===== config.mk =====
export PLATFORM = sky130hd
export DESIGN_NAME = button_bounce_gen_flat
export DESIGN_NICKNAME = d
export VERILOG_FILES = /design/src/rtl/button_bounce_gen_if.sv /design/src/rtl/button_bounce_gen.sv /design/src/flat_wrapper.sv
export SDC_FILE = /design/constraint.sdc
export NUM_CORES = 1
export LEC_CHECK = 0
export BUFFER_PORTS_ARGS = -buffer_cell sky130_fd_sc_hd__buf_2
export CORE_ASPECT_RATIO = 0.5
export CORE_MARGIN = 1.5
export CORE_UTILIZATION = 32
export CTS_BUF_LIST = sky130_fd_sc_hd__clkbuf_4
export DETAILED_ROUTE_END_ITERATION = 8
export PLACE_DENSITY_LB_ADDON = 0.25
export SYNTH_ARGS = -nofsm -noshare
export SYNTH_HDL_FRONTEND = slang
export SYNTH_SLANG_ARGS = --single-unit

===== constraint.sdc =====
create_clock -name clk -period 3.4 [get_ports clk]
set_clock_uncertainty 0.15 [all_clocks]
set_input_delay 0.34 -clock clk [delete_from_list [all_inputs] [get_ports clk]]
set_output_delay 0.34 -clock clk [all_outputs]
set_load 0.005 [all_outputs]

===== src/rtl/button_bounce_gen_if.sv =====
// Request/status bundle between a button-bounce stimulus source and its user.
interface button_bounce_gen_if;
    logic start;
    logic level;
    logic noisy;
    logic busy;
    logic done;

    modport master (output start, output level, input noisy, input busy, input done);
    modport slave  (input start, input level, output noisy, output busy, output done);
endinterface


===== src/rtl/button_bounce_gen.sv =====
// Mechanical push-button emulator: a pseudo-random glitch burst followed by a
// stable settle window at the requested level, then a one-cycle done pulse.
module button_bounce_gen #(
    parameter int          NBOUNCE   = 65000,
    parameter int          NSETTLE   = 650000,
    parameter int          NBITS     = 20,
    parameter int          HOLD_BITS = 8,
    parameter logic [15:0] SEED      = 16'hACE1
) (
    input  logic                clk,
    input  logic                rst_n,
    button_bounce_gen_if.slave  bus
);
    typedef enum logic [1:0] {IDLE, BOUNCE, SETTLE} state_t;

    localparam logic [NBITS-1:0]   WIN_LAST = NBITS'(NBOUNCE - 1);
    localparam logic [NBITS-1:0]   SET_LAST = NBITS'(NSETTLE - 1);
    localparam logic [NBITS-1:0]   CNT_ONE  = 1;
    localparam logic [HOLD_BITS:0] SEG_ONE  = 1;
    // Galois taps for x^16+x^14+x^13+x^11+1 in a right-shifting register
    localparam logic [15:0]        TAPS     = 16'hB400;

    state_t               state, state_d;
    logic [15:0]          lfsr, lfsr_d;
    logic [NBITS-1:0]     window, window_d;
    logic [NBITS-1:0]     settle, settle_d;
    logic [HOLD_BITS:0]   segment, segment_d;
    logic [HOLD_BITS:0]   seg_load;
    logic                 noisy, noisy_d;
    logic                 busy, busy_d;
    logic                 done, done_d;
    logic                 lvl, lvl_d;

    always_ff @(posedge clk or negedge rst_n) begin
        if (!rst_n) begin
            state   <= IDLE;
            lfsr    <= SEED;
            window  <= '0;
            settle  <= '0;
            segment <= '0;
            noisy   <= 1'b0;
            busy    <= 1'b0;
            done    <= 1'b0;
            lvl     <= 1'b0;
        end else begin
            state   <= state_d;
            lfsr    <= lfsr_d;
            window  <= window_d;
            settle  <= settle_d;
            segment <= segment_d;
            noisy   <= noisy_d;
            busy    <= busy_d;
            done    <= done_d;
            lvl     <= lvl_d;
        end
    end

    // Segment length 1..2^HOLD_BITS, so back-to-back toggles are possible
    assign seg_load = {1'b0, lfsr[HOLD_BITS-1:0]} + SEG_ONE;

    always_comb begin
        lfsr_d    = {1'b0, lfsr[15:1]} ^ (lfsr[0] ? TAPS : 16'h0000);
        state_d   = state;
        window_d  = window;
        settle_d  = settle;
        segment_d = segment;
        noisy_d   = noisy;
        busy_d    = busy;
        done_d    = 1'b0;
        lvl_d     = lvl;
        case (state)
            IDLE: begin
                if (bus.start) begin
                    if (bus.level != noisy) begin
                        state_d   = BOUNCE;
                        lvl_d     = bus.level;
                        noisy_d   = ~noisy;
                        busy_d    = 1'b1;
                        window_d  = '0;
                        segment_d = seg_load;
                    end else begin
                        done_d = 1'b1;
                    end
                end
            end
            BOUNCE: begin
                window_d = window + CNT_ONE;
                // End of the glitch window wins over a coincident toggle
                if (window == WIN_LAST) begin
                    noisy_d  = lvl;
                    settle_d = '0;
                    state_d  = SETTLE;
                end else if (segment == SEG_ONE) begin
                    noisy_d   = ~noisy;
                    segment_d = seg_load;
                end else begin
                    segment_d = segment - SEG_ONE;
                end
            end
            SETTLE: begin
                noisy_d  = lvl;
                settle_d = settle + CNT_ONE;
                if (settle == SET_LAST) begin
                    state_d = IDLE;
                    busy_d  = 1'b0;
                    done_d  = 1'b1;
                end
            end
            default: state_d = IDLE;
        endcase
    end

    assign bus.noisy = noisy;
    assign bus.busy  = busy;
    assign bus.done  = done;
endmodule


===== src/flat_wrapper.sv =====
// flat-port wrapper written by rule: the top's interface ports become plain ports
module button_bounce_gen_flat 
#(
    parameter int          NBOUNCE   = 65000,
    parameter int          NSETTLE   = 650000,
    parameter int          NBITS     = 20,
    parameter int          HOLD_BITS = 8,
    parameter logic [15:0] SEED      = 16'hACE1
)
  (clk, rst_n, bus_start, bus_level, bus_noisy, bus_busy, bus_done);
  button_bounce_gen_if bus_i ();
  input  logic clk;
  input  logic rst_n;
  input wire logic [$bits(bus_i.start)-1:0] bus_start;
  input wire logic [$bits(bus_i.level)-1:0] bus_level;
  output wire logic [$bits(bus_i.noisy)-1:0] bus_noisy;
  output wire logic [$bits(bus_i.busy)-1:0] bus_busy;
  output wire logic [$bits(bus_i.done)-1:0] bus_done;
  assign bus_i.start = bus_start;
  assign bus_i.level = bus_level;
  assign bus_noisy = bus_i.noisy;
  assign bus_busy = bus_i.busy;
  assign bus_done = bus_i.done;
  button_bounce_gen #(.NBOUNCE(NBOUNCE), .NSETTLE(NSETTLE), .NBITS(NBITS), .HOLD_BITS(HOLD_BITS), .SEED(SEED)) u_core (.clk(clk), .rst_n(rst_n), .bus(bus_i));
endmodule

==> Yosys cells after proc, flatten, opt, wreduce, memory -nomap -nowiden <==
Index checks and enable logic that the tools add are counted.
{ "op_classes": {"n_addsub": 4, "reduce_logical": 12, "mux": 29, "bitwise_logic": 2, "eq_ne": 12} }
{ "ops": {"columns": ["op", "count"], "rows": [
  ["20-bit case mux with 2 select lines", 2],
  ["20-bit 2-to-1 mux", 3],
  ["20-bit by 1-bit adder with 20-bit output, second input constant", 2],
  ["9-bit 2-to-1 mux", 4],
  ["20-bit by 16-bit == test with 1-bit output, second input constant", 1],
  ["20-bit == test, second input constant", 1],
  ["9-bit case mux with 2 select lines", 1],
  ["16-bit 2-to-1 mux", 1],
  ["4-bit AND reduction", 4],
  ["15-bit by 16-bit XOR with 16-bit output", 1],
  ["1-bit 2-to-1 mux", 10],
  ["8-bit by 1-bit adder with 9-bit output, second input constant", 1],
  ["9-bit by 1-bit == test with 1-bit output, second input constant", 1],
  ["9-bit by 1-bit subtractor with 9-bit output, second input constant", 1],
  ["2-bit 2-to-1 mux", 4],
  ["2-bit by 1-bit inequality test with 1-bit output, second input constant", 3],
  ["2-bit case mux with 3 select lines", 1],
  ["3-bit AND reduction", 2],
  ["2-bit nonzero test", 3],
  ["2-bit inequality test, second input constant", 2],
  ["1-bit case mux with 2 select lines", 2],
  ["3-bit by 1-bit inequality test with 1-bit output, second input constant", 1],
  ["1-bit case mux with 3 select lines", 1],
  ["3-bit nonzero test", 1],
  ["6 further kinds", 6]
]} }
{ "word_totals": {"register_bits": 71, "input_bits": 4, "word_cells": 68} }

==> Logic depth before layout (Yosys ltp) <==
{ "depth": {"ltp_word": 4, "ltp_mapped": 11} }

==> Worst setup path before layout <==
OpenSTA, ideal clock, no wires.
{ "synth_timing": {"kind": "register to register", "startpoint": "register u_core.state[1]", "endpoint": "register u_core.segment[7]", "arrival_ns": 2.175, "required_ns": 3.173, "stages_incl_launch_ff": 12, "synth_period_minus_slack_ns": 2.402, "setup_ns": 0.077, "setup_slack_ns": 0.998, "n_path_buf": 4, "cell_sequence": "dfrtp_1 inv_1 ha_1 clkbuf_1 inv_1 clkbuf_1 o22a_1 clkbuf_1 a21oi_1 clkbuf_1 a21oi_1 a21oi_1"} }
{ "synth_via": {"elab_chain_cells": 3, "elab_cells_between_ends": 8} }
{ "synth_lines": {"columns": ["item", "line", "text"], "rows": [
  ["start, declared", "button_bounce_gen.sv:23", "state_t state, state_d;"],
  ["start signal, assigned", "button_bounce_gen.sv:46", "state <= state_d;"],
  ["2-bit by 1-bit == test with 1-bit output or 2-bit logical NOT (tied branches)", "button_bounce_gen.sv:71", "case (state)"],
  ["2-bit inequality test (no line), or another cell as far along", null, null],
  ["4-bit AND reduction (no line)", null, null],
  ["end signal, assigned", "button_bounce_gen.sv:50", "segment <= segment_d;"],
  ["end, declared", "button_bounce_gen.sv:27", "logic [HOLD_BITS:0] segment, segment_d;"]
]} }
Parallel ways exist; a longest one is shown, timed or not.
A chain may end at the register's enable or synchronous reset.

==> Final worst setup path <==
{ "layout_timing": {"startpoint": "register u_core.window[4]", "endpoint": "register u_core.settle[5]"} }
{ "layout_via": {"elab_chain_cells": 3} }
{ "layout_lines": {"columns": ["item", "line", "text"], "rows": [
  ["start, declared", "button_bounce_gen.sv:25", "logic [NBITS-1:0] window, window_d;"],
  ["start signal, assigned", "button_bounce_gen.sv:48", "window <= window_d;"],
  ["20-bit by 16-bit == test with 1-bit output", "button_bounce_gen.sv:89", "if (window == WIN_LAST) begin"],
  ["2-bit by 1-bit inequality test with 1-bit output (no line)", null, null],
  ["2-bit AND reduction (no line)", null, null],
  ["end signal, assigned", "button_bounce_gen.sv:49", "settle <= settle_d;"],
  ["end, declared", "button_bounce_gen.sv:26", "logic [NBITS-1:0] settle, settle_d;"]
]} }
Every way passes these cells.

==> impl_metrics.tcl <==
set metrics [dict create \
    synth_cells 427 \
    reg2reg_from "u_core.window[4]$_DFFE_PN0P_" \
    avgSynthCellArea_sq_um 9.25 \
    worst_pin_slew_ns 0.931 \
    critPathLaunch "u_core.window[4]$_DFFE_PN0P_" \
    track_usage 0.152 \
    routabilityCongestion 0.748 \
    required_ns 3.63 \
    grt_pass1_vias 3172 \
    numCtsBuffers 9 \
    syn-num-nets 440 \
    worstSetupStartpointType "flip-flop" \
    path_class "reg2reg" \
    synth_top_area_cell "dfrtp_1" \
    rsz0062_at_grt "no" \
    ys_async_sr_fraction 1.00 \
    peakVddDrop_mv 0.209 \
    synth_cell_types 55 \
    drtIter0Drc 237 \
    grt_overflow_total 0 \
    arrival_ns 2.81 \
    cp-end-kind "flip-flop" \
    fin_util 0.363 \
    cts_setup_buffers 0 \
    rows 28 \
    vias 3257 \
    pre_cts_slack_ns 0.833 \
    grt_pass1_wl_um 15900 \
    synth_most_common_cell "dfrtp_1" \
    synth-edff-count 0 \
    status "complete, no violations" \
    antenna_found_initial 1 \
    maxCapViolCount 0 \
    p_leak_nw 1.78 \
    period_share 0.760 \
    critical_path.max_fanout 32 \
    drc 0 \
    ys_top_cells_by_area "dfrtp_1, dfstp_2, xor2_1, nor2_1, nand3_1" \
    place.port_buffers 6 \
    drv_slew 0 \
    h-tree-depth 3 \
    fmax_ghz 0.387 \
    ys.flop_type "dfrtp_1" \
    hp-class "in2reg" \
    wl_um 8980 \
    synth_commonest_cells "dfrtp_1, nor2_1, nand2_1" \
    cts_root_buffer "clkbuf_4" \
    max_slew_margin 0.379 \
    antenna_left 0 \
    finalWorstSetupSlack_ns 0.817 \
    p_per_area_nw_per_um2 585 \
    cts_max_path_buffers 2 \
    yosysWarnings 0 \
    drive_gt1_frac 0.112 \
    io_pins 7 \
    viasPerCell 5.40 \
    clk_pin_slew_worst_paths_ns 0.14 \
    syn_area_sq_um 3950 \
    tns_ns 0 \
    yosysSeqAreaShare 0.452 \
    hpwl_um 5880 \
    nNetsFinal 444 \
    grt_max_degree 72 \
    cp-endpoint "u_core.settle[5]$_DFFE_PN0P_" \
    ff2ff_setup_slack_ns 0.82 \
    cts_hold_buf 1 \
    initial_core_util 0.332 \
    die_width_um 160 \
    floorplan.core_area_sq_um 11900 \
    clkSinkCount 71 \
    min_period_ns 2.58 \
    syn_to_final_growth_pct 9.44 \
    r2r-end "u_core.settle[5]$_DFFE_PN0P_" \
    routedWlPerCell_um 14.9 \
    insertion_delay_ns 0.45 \
    hold_viol_final 0 \
    setup_violations 0 \
    die-area_sq_um 13100 \
    cts_tree "done" \
    synth_top_area_share 0.399 \
    die_h_um 81.6 \
    ff2ff_path_depth 6 \
    drt-pass1-iter-count 4 \
    synth_seq_cells 71 \
    fill_cells 1255 \
    post_cts.resized_instances 0 \
    fin_hold_ws_ns 0.0420 \
]
==> worst max-delay path, stage by stage, from the launching register on <==
cell and delay, ns:
dfrtp_1 0.45, or4b_4 0.58, nor4_4 0.32, a21oi_2 0.08, buf_4 0.25, or4_1 0.52, a21oi_1 0.15
==> area by class of cell <==
cell class              count  area (sq um)  area share
well taps                 165           206      0.0477
inverters                  10          37.5     0.00868
diodes                      2          5.00     0.00116
flip-flops and latches     71          1790       0.413
repair buffers             17           118      0.0272
multi-input cells         322          2030       0.469
clock inverters             7          73.8      0.0171
clock buffers               9          67.6      0.0156
==> cells in the final DEF (no fill, tap or decap), drive strengths merged, types with 4 or more instances in the layout <==
cell type / n
inv: 14
or3: 4
and4: 4
or4: 14
nor2: 42
nand4b: 4
nor4: 7
nand4: 20
and3: 14
nand3: 27
clkbuf: 9
o31ai: 15
o21ai: 23
a31oi: 4
dfstp: 8
nor3: 8
xnor2: 6
dfrtp: 63
buf: 16
xor2: 20
nand2: 31
a21oi: 27
ha: 9
==> state kept, by name (all words and copies together), names as in the netlist <==
register and cells:
u_core.lfsr 16, u_core.bus.done 1, u_core.window 20, u_core.bus.busy 1, u_core.segment 9, u_core.lvl 1
u_core.settle 20, u_core.bus.noisy 1, u_core.state 2
==> kinds of logic (layout without fill, tap and decap cells) <==
group,count (synthesis),count (layout),synth area share
other,0,2,0
multiplexers,3,3,0.00855
buffers and inverters,34,43,0.0342
XOR/XNOR,26,26,0.0576
flip-flops,71,71,0.452
AO/OA/AOI/OAI,96,96,0.158
AND/OR/NAND/NOR,188,188,0.261
adder cells (fa/ha/maj),9,9,0.0285
==> power breakdown <==
| group | total, mW | internal (mW) | switching, mW |
|---|---|---|---|
| Sequential | 1.09 | 0.952 | 0.133 |
| Clock | 0.559 | 0.175 | 0.383 |
| Combinational | 0.887 | 0.326 | 0.560 |
| Total | 2.53 | 1.45 | 1.08 |
==> through the flow <==
stage                     instance area (sq um)  power [mW]  cells
after global routing                       4320        2.74    603
after detailed placement                   4170        1.98    584
after global placement                     4170        1.97    584
after floorplan                            3950        1.72    427
final                                      4320        2.53    603
after CTS                                  4320        2.57    601
==> worst min path at each step <==
stage | from | endpoint | slack [ns] | cells after the start
floorplan | rst_n | u_core.bus.busy$_DFFE_PN0P_ | -0.11 | 0
global placement | u_core.lfsr[9]$_DFF_PN0_ | u_core.lfsr[8]$_DFF_PN0_ | 0.19 | 0
detailed placement | u_core.lfsr[9]$_DFF_PN0_ | u_core.lfsr[8]$_DFF_PN0_ | 0.19 | 0
CTS | bus_level | u_core.lvl$_DFFE_PN0P_ | 0.01 | 3
global route | bus_level | u_core.lvl$_DFFE_PN0P_ | 0.06 | 3
finish | bus_level | u_core.lvl$_DFFE_PN0P_ | 0.04 | 3
==> routing by layer <==
layer | vias up | global-route usage | part of all wire
met4 | 0 | 0.0421 | 0.0087
met3 | 7 | 0.0364 | 0.027
met1 | 1606 | 0.210 | 0.53
met2 | 41 | 0.238 | 0.43
li1 | 1603 | - | -
met5 | - | 0 | 0
(Power assumes the default switching activity.)
